$ cat config.mk
export PLATFORM = sky130hd
export DESIGN_NAME = i2c_bus_conditioner
export DESIGN_NICKNAME = d
export VERILOG_FILES = /design/src/rtl/i2c_pkg.sv /design/src/rtl/i2c_glitch_filter.sv /design/src/rtl/i2c_bus_conditioner.sv
export SDC_FILE = /design/constraint.sdc
export NUM_CORES = 1
export LEC_CHECK = 0
export ABC_AREA = 1
export CAP_MARGIN = 20
export CORE_MARGIN = 2
export CORE_UTILIZATION = 49
export DETAILED_ROUTE_END_ITERATION = 10
export PLACE_DENSITY = 0.74
export SLEW_MARGIN = 20
export SYNTH_ARGS = -nofsm -noshare
export SYNTH_HDL_FRONTEND = slang
export SYNTH_SLANG_ARGS = --single-unit
$ cat constraint.sdc
create_clock -name clk_in -period 1.34 [get_ports clk_in]
set_input_delay 0.201 -clock clk_in [delete_from_list [all_inputs] [get_ports clk_in]]
set_output_delay 0.201 -clock clk_in [all_outputs]
set_load 0.03 [all_outputs]
$ cat src/rtl/i2c_pkg.sv
`default_nettype none
// ------------------------------------------------------------
// i2c_pkg : shared types and defaults for the I2C input stage
// Rev 1.0
// ------------------------------------------------------------
package i2c_pkg;

  typedef enum logic [1:0] {
    UNARMED = 2'd0,
    IDLE    = 2'd1,
    BUSY    = 2'd2
  } bus_state_t;

  localparam int unsigned I2C_FILTER_LEN_DEFAULT = 4;

endpackage
`default_nettype wire

$ cat src/rtl/i2c_glitch_filter.sv
`default_nettype none
// ------------------------------------------------------------
// i2c_glitch_filter : per-line run-length glitch filter
// Rev 1.0
// ------------------------------------------------------------
module i2c_glitch_filter
  import i2c_pkg::*;
#(
  parameter int unsigned FILTER_LEN = I2C_FILTER_LEN_DEFAULT
) (
  input  logic clk_in,
  input  logic rst_in,
  input  logic raw_in,
  output logic filt_out
);

  localparam int unsigned     CNT_W    = $clog2(FILTER_LEN + 1);
  localparam logic [CNT_W-1:0] CNT_LAST = CNT_W'(FILTER_LEN - 1);

  logic [CNT_W-1:0] cnt_q, cnt_d;
  logic             filt_q, filt_d;

  // Counter saturates implicitly: it is cleared on the flip, before it could reach FILTER_LEN.
  always_comb begin
    filt_d = filt_q;
    cnt_d  = '0;
    if (raw_in != filt_q) begin
      if (cnt_q == CNT_LAST) begin
        filt_d = ~filt_q;
      end else begin
        cnt_d = cnt_q + 1'b1;
      end
    end
  end

  always_ff @(posedge clk_in or posedge rst_in) begin
    if (rst_in) begin
      cnt_q  <= '0;
      filt_q <= 1'b1;
    end else begin
      cnt_q  <= cnt_d;
      filt_q <= filt_d;
    end
  end

  assign filt_out = filt_q;

endmodule
`default_nettype wire

$ cat src/rtl/i2c_bus_conditioner.sv
`default_nettype none
// ------------------------------------------------------------
// i2c_bus_conditioner : filtered SCL/SDA, edge and START/STOP strobes, bus-busy
// Rev 1.0
// ------------------------------------------------------------
module i2c_bus_conditioner
  import i2c_pkg::*;
#(
  parameter int unsigned FILTER_LEN = I2C_FILTER_LEN_DEFAULT
) (
  input  logic clk_in,
  input  logic rst_in,
  input  logic scl_sync_in,
  input  logic sda_sync_in,
  output logic scl_out,
  output logic sda_out,
  output logic scl_rise,
  output logic scl_fall,
  output logic start_det,
  output logic stop_det,
  output logic bus_busy
);

  logic       scl_filt, sda_filt;
  logic       scl_dly_q, sda_dly_q;
  logic       rise_q, fall_q, start_q, stop_q, busy_q;
  bus_state_t state_q, state_d;
  logic       armed, start_cond, stop_cond;

  i2c_glitch_filter #(.FILTER_LEN(FILTER_LEN)) u_scl_filter (
    .clk_in   (clk_in),
    .rst_in   (rst_in),
    .raw_in   (scl_sync_in),
    .filt_out (scl_filt)
  );

  i2c_glitch_filter #(.FILTER_LEN(FILTER_LEN)) u_sda_filter (
    .clk_in   (clk_in),
    .rst_in   (rst_in),
    .raw_in   (sda_sync_in),
    .filt_out (sda_filt)
  );

  // Requiring SCL stable high in both copies suppresses START/STOP when SCL moves in the same cycle.
  always_comb begin
    armed      = (state_q != UNARMED);
    start_cond = ~sda_filt &  sda_dly_q & scl_filt & scl_dly_q;
    stop_cond  =  sda_filt & ~sda_dly_q & scl_filt & scl_dly_q;
    state_d    = state_q;
    case (state_q)
      UNARMED: if (scl_sync_in & sda_sync_in & scl_filt & sda_filt) state_d = IDLE;
      IDLE:    if (start_cond) state_d = BUSY;
      BUSY:    if (stop_cond)  state_d = IDLE;
      default: state_d = UNARMED;
    endcase
  end

  always_ff @(posedge clk_in or posedge rst_in) begin
    if (rst_in) begin
      state_q   <= UNARMED;
      scl_dly_q <= 1'b1;
      sda_dly_q <= 1'b1;
      rise_q    <= 1'b0;
      fall_q    <= 1'b0;
      start_q   <= 1'b0;
      stop_q    <= 1'b0;
      busy_q    <= 1'b0;
    end else begin
      state_q   <= state_d;
      scl_dly_q <= scl_filt;
      sda_dly_q <= sda_filt;
      rise_q    <= armed &  scl_filt & ~scl_dly_q;
      fall_q    <= armed & ~scl_filt &  scl_dly_q;
      start_q   <= armed & start_cond;
      stop_q    <= armed & stop_cond;
      busy_q    <= (state_d == BUSY);
    end
  end

  assign scl_out   = scl_filt;
  assign sda_out   = sda_filt;
  assign scl_rise  = rise_q;
  assign scl_fall  = fall_q;
  assign start_det = start_q;
  assign stop_det  = stop_q;
  assign bus_busy  = busy_q;

endmodule
`default_nettype wire

==> results of run 1 <==
==> metrics by stage <==
step           instances  utilization, %  total power, W
4_1_cts              105            64.2         0.00178
3_3_place_gp         101            62.7         0.00152
3_5_place_dp         101            62.7         0.00154
5_1_grt              105            64.2         0.00192
2_1_floorplan         75               -         0.00133
6_report             105            64.2         0.00176
==> registers in the layout (all words and copies together) (netlist names) <==
name                   cells
bus_busy                   1
scl_dly_q                  1
scl_fall                   1
scl_rise                   1
sda_dly_q                  1
start_det                  1
state_q                    2
stop_det                   1
u_scl_filter.cnt_q         3
u_scl_filter.filt_out      1
u_sda_filter.cnt_q         3
u_sda_filter.filt_out      1
==> metal layers <==
layer / GRT usage [%] / vias up / wire length (um)
li1: - / 259 / -
met2: 17.8 / 10 / 375
met4: 9.68 / 0 / 27
met3: 2.61 / 4 / 46
met5: 0 / - / 0
met1: 22.3 / 211 / 528
==> area by class of cell <==
type | instances | area (um2) | share of cell area, %
clock buffer | 4 | 26.3 | 3.11
inverter | 13 | 48.8 | 5.77
multi-input combinational | 45 | 225 | 26.6
sequential | 17 | 430 | 50.9
tap | 15 | 18.8 | 2.22
timing repair buffer | 11 | 96.3 | 11.4
==> cells in the final DEF (no fill, tap or decap), types with 3 or more instances in the layout <==
cell type,n
buf_4,3
clkbuf_4,3
clkdlybuf4s50_1,3
dfrtp_1,13
dfstp_2,4
dlygate4sd2_1,5
inv_1,11
nand2_1,18
nand3_1,5
nor2_1,10
o21ai_0,3
==> power groups by stage <==
stage	Sequential, W	Combinational [W]	Clock [W]
2_1_floorplan	0.000975	0.000358	0
3_3_place_gp	0.000856	0.000667	0
3_5_place_dp	0.000866	0.000674	0
4_1_cts	0.000852	0.000654	0.000274
5_1_grt	0.000881	0.000742	0.000293
6_report	0.000850	0.000647	0.000262
==> path summary, 6_finish.rpt <==
check                      depth (start not counted)         to  slack (ps)
hold / removal                                     3   scl_fall         210
setup reg to reg                                   5   bus_busy         290
min in group clk_in                                0  scl_dly_q         400
max in group asynchronous                          3  sda_dly_q         880
setup / recovery                                   1    sda_out         100
hold reg to reg                                    0  scl_dly_q         400
==> cells by family (layout without fill, tap and decap cells) <==
| group | count (synthesis) | after routing |
|---|---|---|
| buffers and inverters | 13 | 28 |
| and+or+nand+nor | 40 | 40 |
| DFF | 17 | 17 |
| adders and majority gates | 2 | 2 |
| AOI/OAI and AO/OA | 3 | 3 |
==> worst reg2reg max path, stage by stage, from the launching register on <==
cell and delay, ps:
dfstp_2 580, nand2_1 60, inv_1 100, nand2_1 80, nand2_1 80, nand2_1 50
==> impl_metrics.py, run 1 <==
metrics = {
    "pwr": {
        "power_frac_seq_pct": 48.3,
        "p_leak_nw": 0.470,
        "switching_share_pct": 39.2,
        "p_switching_w": 0.000689,
        "p_int_w": 0.00107,
        "combPwrFrac_pct": 36.8,
        "pwr-share-clk_pct": 14.9,
        "ir_drop_v": 0.000983,
        "powerDensity_mw_per_mm2": 2080,
    },
    "route": {
        "route.vias.total": 484,
        "first_pass_iters": 4,
        "finalWirelength_um": 978,
        "drc": 0,
        "wl_per_cell_um": 9.31,
        "drt_iter0_markers": 13,
        "antenna_left": 0,
        "avgViaCountPerCell": 4.61,
    },
    "logic_synthesis": {
        "synthSimpleGateAreaFrac_pct": 26.3,
        "ys_top_cells_by_count": "18 x nand2_1, 13 x dfrtp_1, 11 x inv_1",
        "yosysTopAreaCell": "dfrtp_1",
        "yosys.area_share.xor_xnor_pct": 0,
        "synth_fa_ha_area_share_pct": 3.55,
        "synth_fp_nets": 81,
        "netlist_area_um2": 704,
        "synth_compound_area_share_pct": 2.13,
        "ys_types": 14,
        "synth_flop_cell": "dfrtp_1",
        "ys_top_cells_by_area": "dfrtp_1 46%, dfstp_2 15%, nand2_1 9.6%",
        "syn_avg_cell_area_um2": 9.39,
        "synthMuxAreaShare_pct": 0,
        "yosysSeqAreaShare_pct": 61.1,
        "synthArstFlopShare_pct": 100,
        "syn_inst": 75,
        "synth_seq_cells": 17,
        "yosys.area.top_type_share_pct": 46.2,
        "synth_top_family_by_area": "simple AND/OR/NAND/NOR gates",
        "yosysWarnings": 0,
        "synth_edf_count": 0,
        "yosysMostFrequentCell": "nand2_1",
    },
    "cells_and_area": {
        "areaGrowthSynthToFinish_pct": 20.1,
        "num-nets-final": 97,
        "finalInstanceArea_um2": 846,
        "drive_above_1_share_pct": 20.0,
        "insertedDiodeCount": 0,
        "fillers": 112,
    },
    "critical_path": {
        "worstReg2RegStart": "u_scl_filter.filt_out",
        "critPathCaptureType": "primary output",
        "worstSetupPathType": "flop to primary output",
        "cp.arrival_ps": 1040,
        "crit_fanout": 5,
        "critPathLaunchType": "flop",
        "crit_chain": "buf_4",
        "crit_path_top_delay_cell": "dfstp_2",
        "max_stage_delay_ps": 590,
        "critPathLaunch": "u_sda_filter.filt_out",
        "required_ps": 1140,
        "cp_num_buf_inv": 1,
        "path_delay_family": "flip-flops",
    },
    "timing": {
        "fin_setup_tns_ps": 0,
        "period_minus_slack_ps": 1240,
        "worst_clock_skew_ps": 1.12,
        "maxSlewHeadroom_pct": 79.4,
        "whs_ps": 215,
        "finalMaxSlewViolations": 0,
        "rsz0062_at_grt": "no",
        "worst_slack_ps": 98.0,
        "worstMarginPinSlew_ps": 310,
        "finalHoldViolCount": 0,
        "clock.fmax_mhz": 805,
        "setup_viol": 0,
        "fin_crit_sh_pct": 92.7,
    },
    "clock_tree": {
        "numCtsBuffers": 3,
        "cts.sinks": 17,
        "cts_max_path_buffers": 2,
        "cts_tree": "done",
        "cts_setup_buffers": 0,
        "clk_latency_ps": 280,
        "ctsHoldBuffers": 0,
        "htree_levels": 1,
        "root_buffer": "clkbuf_4",
        "path_clk_slew_ps": 90,
        "cts.repair.resized": 5,
    },
    "die": {
        "die_area_mm2": 0.00176,
        "dieHeight_um": 41.9,
        "rows": 13,
        "core_area_mm2": 0.00132,
        "initial_core_util_pct": 53.5,
        "die_width_um": 41.9,
        "io_pins": 11,
    },
    "grt": {
        "grt_antenna_before_repair": 0,
        "grt_max_degree": 18,
        "grt_pass1_vias": 442,
        "grt_overflow": 0,
        "gr-usage-all-layers_pct": 14.4,
        "grt_pass1_wl_um": 1840,
    },
    "run": {
        "drv_cap": 0,
    },
    "placed_design": {
        "port_buffers": 10,
        "pre_cts_ws_ps": 170,
        "placed_area_um2": 826,
        "hpwl_um": 754,
        "gp_congestion": 0.773,
    },
    "run_status": {
        "outcome": "complete, no violations",
    },
    "min_path": {
        "hold_path_class": "input pin to asynchronous set/reset pin",
    },
}
No activity file was read; power rests on OpenSTA's default activity.
==> run 2: changes to the inputs <==
- MAX_ROUTING_LAYER: unset -> met4
==> results of run 2 <==
No change in the layout: final DEF, timing and power equal those of run 1.
Among the figures that moved: final weighted congestion in routability-driven placement 0.773 -> 0.783; overall routing resource usage 14.4% -> 14.8%
